===== src/rtl/eth_idma_req_arbiter.sv =====
// -----------------------------------------------------------------------------
// eth_idma_pkg / eth_idma_req_arbiter
//
// Purpose: shares the single Ethernet iDMA backend between NumReq transfer
// requesters (e.g. TX and RX descriptor engines). Requests are granted
// round-robin; every granted transfer records its requester index in an
// order FIFO so that the in-order backend responses can be routed back to
// the requester that issued them.
//
// Ports:
//   clk_i, rst_ni       clock, asynchronous active-low reset
//   enable_i            allows new grants (responses are routed regardless)
//   req_i/req_valid_i   per-requester descriptor and valid
//   req_ready_o         per-requester accept
//   rsp_o               backend response, broadcast to all requesters
//   rsp_valid_o         one-hot response valid, selected by the FIFO head
//   rsp_ready_i         per-requester response ready
//   idma_req_*          request channel to the backend
//   idma_rsp_*          response channel from the backend
//   outstanding_o       transfers in flight (order FIFO count)
//   busy_o              outstanding_o != 0
//   err_o               pulse the cycle after an accepted response with error
//   spurious_o          high while a response arrives with nothing in flight
// -----------------------------------------------------------------------------
package eth_idma_pkg;

    typedef struct packed {
        logic [31:0] src_addr;
        logic [31:0] dst_addr;
        logic [15:0] length;
    } idma_req_t;

    typedef struct packed {
        logic [15:0] length;
        logic        error;
    } idma_rsp_t;

endpackage

module eth_idma_req_arbiter #(
    parameter int unsigned NumReq         = 2,
    parameter int unsigned MaxOutstanding = 4,
    parameter int unsigned IdxWidth       = $clog2(NumReq)
) (
    input  logic                                    clk_i,
    input  logic                                    rst_ni,
    input  logic                                    enable_i,
    input  eth_idma_pkg::idma_req_t [NumReq-1:0]    req_i,
    input  logic [NumReq-1:0]                       req_valid_i,
    output logic [NumReq-1:0]                       req_ready_o,
    output eth_idma_pkg::idma_rsp_t                 rsp_o,
    output logic [NumReq-1:0]                       rsp_valid_o,
    input  logic [NumReq-1:0]                       rsp_ready_i,
    output eth_idma_pkg::idma_req_t                 idma_req_o,
    output logic                                    idma_req_valid_o,
    input  logic                                    idma_req_ready_i,
    input  eth_idma_pkg::idma_rsp_t                 idma_rsp_i,
    input  logic                                    idma_rsp_valid_i,
    output logic                                    idma_rsp_ready_o,
    output logic [$clog2(MaxOutstanding):0]         outstanding_o,
    output logic                                    busy_o,
    output logic                                    err_o,
    output logic                                    spurious_o
);

    localparam int unsigned PtrW = $clog2(MaxOutstanding);
    localparam int unsigned CntW = PtrW + 1;

    // Round-robin successor, wrapping modulo NumReq (NumReq need not be 2^n).
    function automatic logic [IdxWidth-1:0] next_rr(input logic [IdxWidth-1:0] idx);
        if (idx == IdxWidth'(NumReq - 1)) begin
            return '0;
        end
        return idx + 1'b1;
    endfunction

    // Arbitration state
    logic [IdxWidth-1:0] rr_ptr_q;
    logic                lock_q;
    logic [IdxWidth-1:0] lock_idx_q;

    // Order FIFO: requester index of every transfer in flight
    logic [IdxWidth-1:0] fifo_mem_q [MaxOutstanding];
    logic [PtrW-1:0]     wr_ptr_q;
    logic [PtrW-1:0]     rd_ptr_q;
    logic [CntW-1:0]     count_q;
    logic [CntW-1:0]     count_d;
    logic                full_q;
    logic                fifo_empty;
    logic [IdxWidth-1:0] head_idx;

    logic                err_p1;

    logic [IdxWidth-1:0] grant_idx;
    logic                grant_vld;
    int unsigned         cand;
    logic                push;
    logic                pop;

    // Grant selection. A locked grant is held unconditionally so the backend
    // sees a stable request; otherwise the cyclic search from rr_ptr_q runs
    // only when enabled and the FIFO was not full at the last edge.
    always_comb begin
        grant_idx = lock_idx_q;
        grant_vld = 1'b0;
        cand      = 0;
        if (lock_q) begin
            grant_idx = lock_idx_q;
            grant_vld = req_valid_i[lock_idx_q];
        end else if (enable_i && !full_q) begin
            for (int unsigned off = 0; off < NumReq; off++) begin
                cand = (32'(rr_ptr_q) + off) % NumReq;
                if (!grant_vld && req_valid_i[IdxWidth'(cand)]) begin
                    grant_vld = 1'b1;
                    grant_idx = IdxWidth'(cand);
                end
            end
        end
    end

    always_comb begin
        req_ready_o = '0;
        if (grant_vld) begin
            req_ready_o[grant_idx] = idma_req_ready_i;
        end
    end

    assign idma_req_o       = req_i[grant_idx];
    assign idma_req_valid_o = grant_vld;
    assign push             = grant_vld && idma_req_ready_i;

    // Response routing from the FIFO head; nothing is accepted while empty.
    assign fifo_empty = (count_q == '0);
    assign head_idx   = fifo_mem_q[rd_ptr_q];

    always_comb begin
        rsp_valid_o = '0;
        if (!fifo_empty) begin
            rsp_valid_o[head_idx] = idma_rsp_valid_i;
        end
    end

    assign idma_rsp_ready_o = !fifo_empty && rsp_ready_i[head_idx];
    assign rsp_o            = idma_rsp_i;
    assign pop              = idma_rsp_valid_i && idma_rsp_ready_o;
    assign spurious_o       = idma_rsp_valid_i && fifo_empty;

    assign count_d = count_q + CntW'(push) - CntW'(pop);

    // Control state: arbitration, FIFO pointers/count, error flag
    always_ff @(posedge clk_i or negedge rst_ni) begin
        if (!rst_ni) begin
            rr_ptr_q   <= '0;
            lock_q     <= 1'b0;
            lock_idx_q <= '0;
            wr_ptr_q   <= '0;
            rd_ptr_q   <= '0;
            count_q    <= '0;
            full_q     <= 1'b0;
            err_p1     <= 1'b0;
        end else begin
            if (push) begin
                rr_ptr_q <= next_rr(grant_idx);
                lock_q   <= 1'b0;
                wr_ptr_q <= wr_ptr_q + 1'b1;
            end else if (grant_vld) begin
                lock_q     <= 1'b1;
                lock_idx_q <= grant_idx;
            end
            if (pop) begin
                rd_ptr_q <= rd_ptr_q + 1'b1;
            end
            count_q <= count_d;
            // Registered full flag: a pop in the full cycle does not let a
            // grant through until the following cycle.
            full_q  <= (count_d == CntW'(MaxOutstanding));
            err_p1  <= pop && idma_rsp_i.error;
        end
    end

    // FIFO storage: data only, no reset needed
    always_ff @(posedge clk_i) begin
        if (push) begin
            fifo_mem_q[wr_ptr_q] <= grant_idx;
        end
    end

    assign outstanding_o = count_q;
    assign busy_o        = (count_q != '0);
    assign err_o         = err_p1;

endmodule


===== config.mk =====
export PLATFORM = sky130hd
export DESIGN_NAME = eth_idma_req_arbiter
export DESIGN_NICKNAME = d
export VERILOG_FILES = /design/src/rtl/eth_idma_req_arbiter.sv
export SDC_FILE = /design/constraint.sdc
export NUM_CORES = 1
export LEC_CHECK = 0
export CORE_AREA = 2 2 113 115
export CTS_CLUSTER_DIAMETER = 150
export DETAILED_ROUTE_END_ITERATION = 12
export DIE_AREA = 0 0 115 117
export PLACE_DENSITY = 0.72
export SLEW_MARGIN = 20
export SYNTH_ARGS = -nofsm -noshare
export SYNTH_HDL_FRONTEND = slang
export SYNTH_SLANG_ARGS = --single-unit

===== constraint.sdc =====
create_clock -name clk_i -period 7.53 [get_ports clk_i]
set_input_delay 1.8825 -clock clk_i [delete_from_list [all_inputs] [get_ports clk_i]]
set_output_delay 1.8825 -clock clk_i [all_outputs]
set_load 0.01 [all_outputs]

# Yosys cells after proc, flatten, opt, wreduce, memory -nomap -nowiden
# Memories as Yosys holds them, arrays and structs flattened.
# Cells that the tools add are included.
word_totals:
  mem_count: 1
  mem_bits_rw: 4
  register_bits: 12
  in_bits: 186
  word_cells: 76
memory_table:
  columns: ["name", "words", "width", "rd", "rd_ports_with_merged_regs", "write_ports", "line", "source"]
  rows:
  - ["fifo_mem_q", 4, 1, 1, 0, 1, "83", "logic [IdxWidth-1:0] fifo_mem_q [MaxOutstanding];"]
classes:
  n_addsub: 6
  bitwise_logic: 3
  reduce_logical: 16
  order_cmp: 7
  eq_ne: 1
  muxes: 34
op_table:
  columns: ["op", "n"]
  rows:
  - ["80-bit two-way mux", 2]
  - ["1-bit two-way mux", 28]
  - ["1-bit by 2-bit less-than comparator with 1-bit output (second input constant)", 5]
  - ["1-bit logical AND", 9]
  - ["2-bit by 1-bit adder with 2-bit output (second input constant)", 2]
  - ["2-bit bitwise AND", 2]
  - ["2-bit two-way mux", 2]
  - ["3-bit by 1-bit adder with 3-bit output", 1]
  - ["3-bit == test (second input constant)", 1]
  - ["1-bit zero test", 3]
  - ["3-bit zero test", 1]
  - ["3-bit nonzero test", 1]
  - ["3-bit by 1-bit subtractor with 3-bit output", 1]
  - ["1-bit adder (second input constant)", 2]
  - ["1-bit demux with 1-bit select", 2]
  - ["1-bit >= comparator (second input constant)", 2]
  - ["2-bit AND reduction", 1]
  - ["2-bit nonzero test", 1]
  - ["1-bit NOT", 1]

# Depth between registers and ports, before layout
# Gate-level depths: netlist of run 1.
depth:
  word_depth: 16
  ltp_mapped: 11
  mapped_depth_nobuf: 10

# Least setup slack after synthesis of run 1
# No wires, ideal clock.
synth_path:
  kind: "input port to output port"
  startpoint: "input port enable_i"
  endpoint: "output port idma_req_o[0] in the netlist's numbering"
  n_path_buf: 2
  t_arrival_ps: 2972
  path_stages: 6
  slack_ps: 2675
  path_cell_list: "nor3b_2 a21oi_1 a31o_2 buf_6 buf_6 mux2_4"
synth_rtl:
  columns: ["item", "line", "source"]
  rows:
  - ["from (decl)", "47", "input logic enable_i,"]
  - ["to (decl)", "54", "output eth_idma_pkg::idma_req_t idma_req_o,"]

==> flow_summary.yaml, run 1 <==
run_status:
  status: "finished, final reports clean"
timing:
  period_share_pct: 84.9
  max_slew_margin_pct: 54.2
  finalHoldViolCount: 0
  setup-tns-final_ns: 0
  skew_ns: 0.00203
  report.final.slew_viol_count: 0
  fmax_ghz: 0.156
  fin_ws_ns: 1.13
  holdWs_ns: 0.486
  fin_crit_ns: 6.40
  worst_slew_pin_slew_ns: 0.687
  setup_viol: 0
  rsz0062_at_grt: "no"
final_layout:
  antennaDiodeCount: 0
  fin_nets: 616
  final_common_cell: "clkdlybuf4s50_1"
  finish.utilization_pct: 40.2
  final_cell_mix: "262 x clkdlybuf4s50_1, 68 x mux2_4, 15 x mux2_2"
  final_area_mm2: 0.00495
  drive_gt1_share_pct: 22.2
  syn_to_final_growth_pct: 121
  nFillCells: 1188
place:
  io_buffers: 262
  post_dp_cell_area_mm2: 0.00487
  place_ws_ns: 1.13
  place_hpwl_um: 8880
  place_congestion: 0.818
clocking:
  cts_buffers: 3
  clockBufferDepth: 2
  postCtsHoldBufs: 0
  htree_levels: 1
  post_cts_buffers: 0
  root_buffer: "clkbuf_16"
  cts_resized: 0
  clk_latency_ns: 0.25
  path_clk_slew_ns: 0.05
  clkSinkCount: 16
  cts_tree: "yes"
route:
  ant_nets: 0
  num_vias: 2311
  routed_wl_um: 9850
  wire_per_inst_um: 17.2
  drt_iter0_markers: 63
  routed.top_layer: "met4"
  wl_met1_um: 3930
  via_per_inst: 4.03
  firstDrtPassIters: 4
  wl_met2_um: 4940
  dr_wl_met3_um: 952
  drc: 0
worst_setup_path:
  reg2reg_depth: 9
  crit_type: "input pin to output port"
  cp-start-kind: "input pin"
  cp_data_required_time_ns: 5.65
  cpPeakStageDelay_ns: 0.63
  r2r_slack_ns: 4.78
  crit_top_cell: "clkdlybuf4s50_1"
  critPathArrivalTime_ns: 4.51
  cp_max_fo: 37
  r2r-end: "full_q"
  crit_path_end_kind: "output port"
  crit_chain: "clkdlybuf4s50_1, nor3b_2, a31o_4, buf_4, mux2_4, clkdlybuf4s50_1"
  cp_slowest_cell: "a31o_4"
  reg2reg_from: "rd_ptr_q[0]"
pwr:
  power_density_mw_per_mm2: 270
  seq_power_share_pct: 12.0
  swShare_pct: 34.9
  pwr-share-clk_pct: 7.7
  net-switching-power_uw: 467
  power.internal_uw: 870
  p_leak_nw: 2.09
  power.share.combinational_pct: 80.3
  vdd_ir_drop_max_uv: 319
synth:
  ys_seq_area_share_pct: 18.8
  syn_inst: 180
  yosys_warnings: 0
  postSynthAreaPerCell_um2: 12.4
  synth-seq-cells: 16
  mappedNetlistArea_mm2: 0.00224
  yosys.cell_types.count: 26
  synth_nets: 372
die:
  dieArea_mm2: 0.0135
  num_rows: 41
  io-pin-count: 295
  core_mm2: 0.0123
  start_util_pct: 18.2
  fp.dieW_um: 115
  die_height_um: 117
global_routing:
  grt_pass1_wl_um: 13200
  grt_util_all_layers_pct: 12.9
  overflow: 0
  grt_max_degree: 38
  antenna_found_initial: 0
  grt_pass1_vias: 2330
run:
  cap_violations: 0
min_path:
  hold_end: "rd_ptr_q[1]"
  hold_path.class: "register to register"
  hp-start: "rd_ptr_q[1]"
  hold_depth: 1
[worst max path at each step]
stage,slack [ns],from,to
2_1_floorplan,2.68,enable_i,idma_req_o[0]
3_3_place_gp,1.21,enable_i,idma_req_o[27]
3_5_place_dp,1.13,enable_i,idma_req_o[11]
4_1_cts,1.11,enable_i,idma_req_o[11]
5_1_grt,1.01,enable_i,idma_req_o[6]
6_report,1.13,enable_i,idma_req_o[11]
[stage by stage]
| step | cells | total power, mW |
|---|---|---|
| finish | 573 | 1.34 |
| CTS | 573 | 1.36 |
| global route | 573 | 1.42 |
| detailed placement | 569 | 1.25 |
| floorplan | 180 | 0.802 |
| global placement | 569 | 1.23 |
[Yosys cell counts]
library cell  instances  area [um2]
and3_1                1        6.26
fa_1                  1        20.0
mux2_4               68        1020
nor3_1                3        15.0
a31o_2                1        8.76
xnor2_1               4        35.0
buf_2                 2        10.0
nor2_1                6        22.5
nor3b_2               1        12.5
o311ai_0              2        17.5
a21oi_1               3        15.0
mux2_2               15         169
and2_1                8        50.1
edfxtp_1              4         120
ha_1                  5        62.6
mux2i_1               1        10.0
nand2_1               3        11.3
buf_6                 8        90.1
mux2i_2               1        13.8
buf_4                17         128
inv_1                 6        22.5
xor2_1                2        17.5
nand2b_1              2        12.5
dfrtp_1              12         300
mux4_2                1        22.5
nor3b_1               3        22.5
[kinds of logic after synthesis]
logic type	share of synthesized area (%)
xor+xnor	2.35
simple gates	6.83
mux	55.3
buf+inv	11.2
fa+ha+maj	3.69
flops	18.8
compound gates	1.85
[power groups by stage]
stage               Sequential (mW)  Combinational, mW  Clock, mW
finish                        0.161               1.07      0.103
global route                  0.166               1.14      0.111
CTS                           0.161               1.09      0.107
detailed placement            0.161               1.08          0
global placement              0.160               1.07          0
floorplan                     0.159              0.643          0
[cell type report]
type / count / area [um2] / area share [%]
clock inverters: 1 / 3.75 / 0.0759
inverters: 6 / 22.5 / 0.455
multi-input cells: 131 / 1570 / 31.8
flip-flops and latches: 16 / 420 / 8.50
repair buffers: 266 / 2670 / 53.9
well taps: 150 / 188 / 3.79
clock buffers: 3 / 75.1 / 1.52
[state kept, by name (all words and copies together), names as in the netlist]
signal and count:
fifo_mem_q 4, err_o 1, rr_ptr_q 1, lock_q 1, lock_idx_q 1, wr_ptr_q 2, full_q 1, outstanding_o 3
rd_ptr_q 2
[routing by layer]
layer / up-vias / track usage, %
li1: 1108 / -
met1: 1059 / 16.0
met2: 142 / 23.0
met3: 2 / 3.86
met4: 0 / 1.20
met5: - / 0
[worst max-delay path, delay by kind of cell]
kind / cells / cell delay [ns]
AOI/OAI and AO/OA: 1 / 0.63
buffers and inverters: 3 / 1.33
and+or+nand+nor: 1 / 0.28
muxes: 1 / 0.33
No activity file was read; power rests on OpenSTA's default activity.
==> inputs of run 2 (changes only) <==
--- a/config.mk
+++ b/config.mk
@@ -5,11 +5,11 @@
 export SDC_FILE = /design/constraint.sdc
 export NUM_CORES = 1
 export LEC_CHECK = 0
-export CORE_AREA = 2 2 113 115
+export CORE_AREA = 2 2 114 116
 export CTS_CLUSTER_DIAMETER = 150
 export DETAILED_ROUTE_END_ITERATION = 12
-export DIE_AREA = 0 0 115 117
-export PLACE_DENSITY = 0.72
+export DIE_AREA = 0 0 116 118
+export PLACE_DENSITY = 0.74
 export SLEW_MARGIN = 20
 export SYNTH_ARGS = -nofsm -noshare
 export SYNTH_HDL_FRONTEND = slang
==> constraint.sdc (replaced) <==
create_clock -name clk_i -period 5.2 [get_ports clk_i]
set_input_delay 1.3 -clock clk_i [delete_from_list [all_inputs] [get_ports clk_i]]
set_output_delay 1.3 -clock clk_i [all_outputs]
set_load 0.01 [all_outputs]
==> run 2 against run 1 <==
Setup slack got worse by 0.77 ns. Sequential power rose by 44%. Sequential share of layout area fell by 0.055 points. First-iteration DRC count rose to 2.6 times the previous value. Largest cell class unchanged.
==> flow_summary.yaml, run 2 (same netlist as run 1, synthesis figures left out) <==
route:
  routed_wl_um: 9200
  ant_nets: 0
  drt_iter0_markers: 161
  wire_per_inst_um: 15.5
  drc: 0
  firstDrtPassIters: 4
  via_per_inst: 3.97
  num_vias: 2360
pwr:
  vdd_ir_drop_max_uv: 254
  seq_power_share_pct: 12.0
  power.internal_mw: 1.26
  swShare_pct: 34.5
  power.share.combinational_pct: 80.2
  net-switching-power_uw: 666
  power_density_mw_per_mm2: 388
  pwr-share-clk_pct: 7.7
  p_leak_nw: 2.09
die:
  fp.dieW_um: 116
  dieArea_mm2: 0.0137
  start_util_pct: 18.0
  io-pin-count: 295
  core_mm2: 0.0124
  num_rows: 41
  die_height_um: 118
clocking:
  post_cts_buffers: 0
  cts_resized: 0
  path_clk_slew_ns: 0.05
  cts_tree: "yes"
  root_buffer: "clkbuf_16"
  cts_buffers: 3
  postCtsHoldBufs: 0
  clk_latency_ns: 0.25
  clockBufferDepth: 2
  htree_levels: 1
  clkSinkCount: 16
worst_setup_path:
  cp_slowest_cell: "clkdlybuf4s50_1"
  cp_data_required_time_ns: 3.90
  reg2reg_depth: 9
  cp-start-kind: "input pin"
  cp_max_fo: 40
  cpPeakStageDelay_ns: 0.50
  critPathArrivalTime_ns: 3.53
  crit_chain: "clkdlybuf4s50_1, nor3b_2, a31o_4, buf_12, mux2_4, clkdlybuf4s50_1"
  crit_top_cell: "clkdlybuf4s50_1"
  crit_type: "input pin to output port"
  crit_path_end_kind: "output port"
final_layout:
  top_register: "fifo_mem_q"
  syn_to_final_growth_pct: 123
  final_cell_mix: "262 x clkdlybuf4s50_1, 68 x mux2_4, 15 x mux2_2"
  drive_gt1_share_pct: 22.0
  antennaDiodeCount: 0
  fin_nets: 615
  nFillCells: 1206
  final_common_cell: "clkdlybuf4s50_1"
  largest_register_ffs: 4
global_routing:
  antenna_found_initial: 0
  grt_util_all_layers_pct: 12.1
  grt_pass1_wl_um: 13200
  overflow: 0
  grt_pass1_vias: 2505
  grt_max_degree: 41
place:
  place_hpwl_um: 8090
  io_buffers: 262
  place_congestion: 0.868
timing:
  worst_slew_pin_slew_ns: 0.600
  setup_viol: 0
  fin_crit_ns: 4.83
  period_share_pct: 93.0
  report.final.slew_viol_count: 0
  setup-tns-final_ns: 0
  rsz0062_at_grt: "no"
  finalHoldViolCount: 0
  fmax_ghz: 0.207
  holdWs_ns: 0.484
  max_slew_margin_pct: 59.9
  skew_ns: 0.00411
run:
  cap_violations: 0
run_status:
  status: "finished, final reports clean"
min_path:
  hold_depth: 1
  hold_path.class: "register to register"
[run 2: final cells by class]
class,instances,area [um2],area share [%]
timing repair buffer,265,2670,53.6
multi-input combinational,131,1570,31.6
sequential,16,420,8.44
tap,172,215,4.32
clock buffer,3,75.1,1.51
inverter,6,22.5,0.452
clock inverter,1,3.75,0.0754
[run 2: critical path: cells and delay by family]
kind	cells	cell delay, ns
and+or+nand+nor	1	0.26
muxes	1	0.34
AOI/OAI and AO/OA	1	0.32
buffers and inverters	3	1.28
[run 2: through the flow]
stage                     util, %  power, mW  instance area, um2  instances  setup WS [ns]
after floorplan                 -       1.16                2240        180           1.51
after global placement       39.5       1.76                4900        590          0.373
after detailed placement     39.5       1.80                4900        590          0.349
after CTS                    40.1       1.95                4980        594          0.345
after global routing         40.1       2.04                4980        594          0.277
final                        40.1       1.93                4980        594          0.366
[run 2: power groups by stage]
stage / registers (mW) / logic [mW] / clock network, mW
4_1_cts: 0.233 / 1.57 / 0.153
3_3_place_gp: 0.233 / 1.53 / 0
2_1_floorplan: 0.231 / 0.931 / 0
5_1_grt: 0.241 / 1.64 / 0.157
6_report: 0.232 / 1.55 / 0.150
3_5_place_dp: 0.235 / 1.56 / 0
[run 2: worst paths after layout]
path                              from             to  slack, ns
min                        rd_ptr_q[1]    rd_ptr_q[1]       0.48
max reg2reg                rd_ptr_q[0]         full_q       2.45
min in group asynchronous       rst_ni          err_o       1.43
max in group asynchronous       rst_ni    wr_ptr_q[0]       3.37
min reg2reg                rd_ptr_q[1]    rd_ptr_q[1]       0.48
max                           enable_i  idma_req_o[4]       0.37
[run 2: routing by layer]
metal  vias to the layer above  part of all wire, %  track usage [%]
li1                       1105                    -                -
met1                      1083                   37             13.6
met2                       158                   50             22.2
met3                        14                   11             4.17
met4                         0                  1.2             2.08
met5                         -                    0                0
==> inputs of run 3 (changes only) <==
--- a/config.mk
+++ b/config.mk
@@ -5,11 +5,12 @@
 export SDC_FILE = /design/constraint.sdc
 export NUM_CORES = 1
 export LEC_CHECK = 0
-export CORE_AREA = 2 2 114 116
+export CELL_PAD_IN_SITES_DETAIL_PLACEMENT = 2
+export CELL_PAD_IN_SITES_GLOBAL_PLACEMENT = 2
+export CORE_UTILIZATION = 13
 export CTS_CLUSTER_DIAMETER = 150
 export DETAILED_ROUTE_END_ITERATION = 12
-export DIE_AREA = 0 0 116 118
-export PLACE_DENSITY = 0.74
+export PLACE_DENSITY = 0.95
 export SLEW_MARGIN = 20
 export SYNTH_ARGS = -nofsm -noshare
 export SYNTH_HDL_FRONTEND = slang
==> constraint.sdc (replaced) <==
create_clock -name clk_i -period 6.05 [get_ports clk_i]
set_input_delay 1.5125 -clock clk_i [delete_from_list [all_inputs] [get_ports clk_i]]
set_output_delay 1.5125 -clock clk_i [all_outputs]
set_load 0.01 [all_outputs]
==> run 3 against run 2 <==
Critical path depth unchanged. Non-clock buffer count did not move. Hold slack better by 0.013 ns. Register-to-register slack better by 0.68 ns. Utilization down 9.9 points.
==> flow_summary.yaml, run 3 (same netlist as run 1, synthesis figures left out) <==
final_layout:
  drive_gt1_share_pct: 22.0
  final_common_cell: "clkdlybuf4s50_1"
  final_area_mm2: 0.00504
  syn_to_final_growth_pct: 125
  top_register: "fifo_mem_q"
  fin_nets: 615
  antennaDiodeCount: 0
  final_cell_mix: "262 x clkdlybuf4s50_1, 68 x mux2_4, 15 x mux2_2"
  largest_register_ffs: 4
clocking:
  clockBufferDepth: 2
  cts_buffers: 3
  root_buffer: "clkbuf_16"
  clk_latency_ns: 0.24
  post_cts_buffers: 0
  htree_levels: 1
  postCtsHoldBufs: 0
  clkSinkCount: 16
  path_clk_slew_ns: 0.05
  cts_tree: "yes"
  cts_resized: 0
timing:
  worst_slew_pin_slew_ns: 0.594
  rsz0062_at_grt: "no"
  finalHoldViolCount: 0
  fmax_ghz: 0.181
  skew_ns: 0.00154
  setup-tns-final_ns: 0
  report.final.slew_viol_count: 0
  period_share_pct: 91.3
  setup_viol: 0
  max_slew_margin_pct: 60.3
  fin_crit_ns: 5.52
worst_setup_path:
  reg2reg_depth: 11
  reg2reg_from: "lock_q"
  cp-start-kind: "input pin"
  r2r-end: "full_q"
  critPathArrivalTime_ns: 4.01
  cp_data_required_time_ns: 4.54
  cp_max_fo: 36
  r2r_slack_ns: 3.13
  crit_type: "input pin to output port"
  crit_path_end_kind: "output port"
min_path:
  hold_path.class: "register to register"
  hp-start: "rd_ptr_q[1]"
  hold_end: "rd_ptr_q[1]"
  hold_depth: 1
global_routing:
  antenna_found_initial: 0
  grt_max_degree: 37
  grt_pass1_wl_um: 17800
  grt_pass1_vias: 2838
  grt_util_all_layers_pct: 13.5
  overflow: 0
pwr:
  vdd_ir_drop_max_uv: 131
  power_density_mw_per_mm2: 340
  p_leak_nw: 2.09
die:
  die_height_um: 133
  fp.dieW_um: 133
  num_rows: 47
  core_mm2: 0.0167
  dieArea_mm2: 0.0177
  start_util_pct: 13.4
  io-pin-count: 295
place:
  io_buffers: 262
  place_hpwl_um: 11000
  place_congestion: 0.915
  post_dp_cell_area_mm2: 0.00496
route:
  drc: 0
  drt_iter0_markers: 29
  routed_wl_um: 12400
  num_vias: 2393
  ant_nets: 0
  firstDrtPassIters: 2
  via_per_inst: 3.73
  wire_per_inst_um: 19.2
run_status:
  status: "finished, final reports clean"
run:
  cap_violations: 0
run 3: cell counts in the layout (fill, tap and decap cells not counted):
No cell type changed its count.
run 3: worst max-delay path by stage:
stage / start / endpoint / slack, ns / cells past startpoint
after floorplan: enable_i / idma_req_o[0] / 1.94 / 6
after global placement: enable_i / idma_req_o[12] / 0.59 / 6
after detailed placement: enable_i / idma_req_o[75] / 0.50 / 6
after CTS: enable_i / idma_req_o[75] / 0.50 / 6
after global routing: enable_i / idma_req_o[75] / 0.40 / 6
final: enable_i / idma_req_o[75] / 0.53 / 6
run 3: layout make-up:
cell class              count  area, um2
clock buffers               3       75.1
clock inverters             1       3.75
fillers                  1792      11700
inverters                   6       22.5
multi-input cells         131       1570
flip-flops and latches     16        420
well taps                 220        275
repair buffers            265       2670
run 3: through the flow:
step	power [mW]	instances	setup slack, ns	util, %	hold WS [ns]
after floorplan	0.998	180	1.94	-	0.453
after global placement	1.55	638	0.593	29.7	0.475
after detailed placement	1.60	638	0.504	29.7	0.481
after CTS	1.74	642	0.501	30.2	0.491
after global routing	1.81	642	0.396	30.2	0.530
final	1.71	642	0.527	30.2	0.497
run 3: critical path, cell delays in order:
cell             delay, ns
clkdlybuf4s50_1       0.47
nor3b_2               0.27
a31o_4                0.50
buf_12                0.33
mux2_2                0.38
clkdlybuf4s50_1       0.50
run 3: report_power, final:
part | internal, mW | leakage (nW) | switching (mW)
Clock | 0.0876 | 0.0385 | 0.0404
Combinational | 0.842 | 1.87 | 0.541
Sequential | 0.159 | 0.179 | 0.0436
Total | 1.09 | 2.09 | 0.625
run 3: routing by layer:
| layer | track usage, % | wire length (um) | part of all wire, % |
|---|---|---|---|
| met1 | 15.1 | 4820 | 39 |
| met2 | 25.9 | 6610 | 53 |
| met3 | 3.39 | 852 | 6.9 |
| met4 | 2.27 | 77 | 0.62 |
| met5 | 0 | 0 | 0 |
==> variant: new RTL, flow settings as in run 2 <==
Set the parameter `MaxOutstanding` to 16 (it was 4).
--- a/src/rtl/eth_idma_req_arbiter.sv
+++ b/src/rtl/eth_idma_req_arbiter.sv
@@ -39,7 +39,7 @@
 
 module eth_idma_req_arbiter #(
     parameter int unsigned NumReq         = 2,
-    parameter int unsigned MaxOutstanding = 4,
+    parameter int unsigned MaxOutstanding = 16,
     parameter int unsigned IdxWidth       = $clog2(NumReq)
 ) (
     input  logic                                    clk_i,
Interface: changed (resized outstanding_o); port bits go from 295 to 297. The function was not compared with the original's and may differ.
==> variant against run 2 <==
  * Design area rose by 15%
  * Sequential power up 100%
  * Count of clock-buffer cells in the layout rose by 3
  * Sequential cell count is 18 higher
  * Worst hold slack better by 0.038 ns
  * Combinational power increased by 25%
  * Routed wire length rose by 33%
  * Critical endpoint is now idma_req_o[59]
  * Setup slack lost 0.033 ns
  * Synthesized area grew 28%
  * Critical path type unchanged
  * Total power grew 39%
  * Fmax shrank 0.67%
==> variant: results (changes against run 2) <==
Post-Route WL: 12220 µm (+33%)
Mapped Nets: 617 (+66%)
Final non-filler cell total: 833 (+40%)
EDFF count, synth: 16 (+12)
WHS: 0.5218 ns (+0.03759 ns)
GR Layer Usage met3: 4.325% (+0.15 points)
Fraction of registers with async set/reset: 52.94% (-22 points)
H-tree lvl count: 2 (+1)
IO Port Bufs: 264 (+0.76%)
Synth cell types: 36 (+38%)
Multiplexer share of the synthesized area: 8.014% (-47 points)
DR vias: 3428 (+45%)
Number of nets in the layout: 857 (+39%)
CTS Root Cell: clkbuf_16
GPL Wtd Cong: 0.8121 (-6.5%)
1st-iter DRT viols: 167 (+3.7%)
Maximum buffer depth of the clock tree: 2 (unchanged)
VDD IR max: 0.2194 mV (-14%)
Top post-synthesis cells by count: 248 x nand2_1, 19 x nor2_1, 18 x dfrtp_1
# diodes: 0 (unchanged)
Setup slack, reg-to-reg: 1.80 ns (-0.65 ns)
Max reg flops: 16 (+12)
Largest net degree at the start of global routing: 72 (+76%)
Worst-margin pin slew: 0.8432 ns (+0.2433 ns)
Crit path DAT: 3.57 ns (+0.04 ns)
Vias in the first global route: 3481 (+39%)
Met2 Track Usage GR: 29.24% (+7.1 points)
First-pass GRT wire length: 18850 µm (+43%)
Worst Reg-to-Reg Cells: 12 (+3)
Post-synth top flop: dfrtp_1
Post-Route Skew: 0.002891 ns (-0.001218 ns)
R2R Path Start: rd_ptr_q[2]
Leakage: 2.542 nW (+21%)
Fillers: 1259 (+4.4%)
Hold path endpoint: rr_ptr_q
Compound-Gate Fraction of Synth Area: 2.657% (+0.81 points)
CP Max Fanout: 39 (-2.5%)
Post-Synth XOR/XNOR Area: 3.049% (+0.70 points)
Share of cells above drive strength 1: 4.236% (-18 points)
Status: complete, no violations
Worst hold start: rr_ptr_q
GR Util All Layers: 17.69% (+5.6 points)
Clock Latency Late Sink: 0.27 ns (+0.02 ns)
CTS resizes: 0 (unchanged)
Largest cells by area after synthesis: nand2_1 32%, edfxtp_1 17%, dfrtp_1 16%
Register area share after synthesis: 32.40% (+14 points)
Synth Area in Adders: 5.052% (+1.4 points)
HPWL after detailed placement: 9850 µm (+22%)
CTS buffer count: 5 (+2)
Post-Synthesis Cells: 420 (+130%)
Grt met1 use: 22.92% (+9.4 points)
-- variant: layer usage --
metal / share of wire (%) / vias up
met2: 50 / 138
li1: - / 1779
met5: 0 / -
met3: 7.0 / 13
met1: 42 / 1498
met4: 1.5 / 0
-- variant: kinds of logic (layout without fill, tap and decap cells) --
logic type,Yosys count,count (layout)
AND/OR/NAND/NOR,290,290
buffers and inverters,48,289
flip-flops,34,34
multiplexers,14,14
AO/OA/AOI/OAI,13,13
adder cells (fa/ha/maj),11,11
XOR/XNOR,10,10
-- variant: cell type report --
type                            instances  share of cell area [%]
Clock buffer                            6                   2.245
Clock inverter                          2                  0.1526
Inverter                               10                  0.6540
Multi-Input combinational cell        338                   29.58
Sequential cell                        34                   16.22
Tap cell                              172                   3.750
Timing Repair Buffer                  271                   47.39
-- variant: how the worst max path moves through the flow --
stage,startpoint,endpoint,slack [ns],cells after the start
global route,enable_i,idma_req_o[59],0.15,8
global placement,enable_i,idma_req_o[59],0.36,8
finish,enable_i,idma_req_o[59],0.33,8
detailed placement,enable_i,idma_req_o[59],0.36,8
CTS,enable_i,idma_req_o[59],0.35,8
floorplan,enable_i,idma_req_o[70],1.14,7
-- variant: critical path, stage by stage --
cell             delay, ns
clkdlybuf4s50_1       0.47
nor3b_1               0.25
buf_4                 0.18
a31o_4                0.18
buf_4                 0.37
nand2_1               0.18
nand2_1               0.10
clkdlybuf4s50_1       0.53
-- variant: stage by stage --
stage / instance area, µm² / setup WS, ns
finish: 5739 / 0.3333
global route: 5739 / 0.1455
CTS: 5739 / 0.3468
detailed placement: 5602 / 0.3611
global placement: 5602 / 0.3571
floorplan: 2873 / 1.143
-- variant: power by group --
part | leakage (nW) | switching [mW] | internal, mW
logic | 2.11 | 0.911 | 1.02
registers | 0.364 | 0.0936 | 0.379
clock network | 0.0683 | 0.102 | 0.175
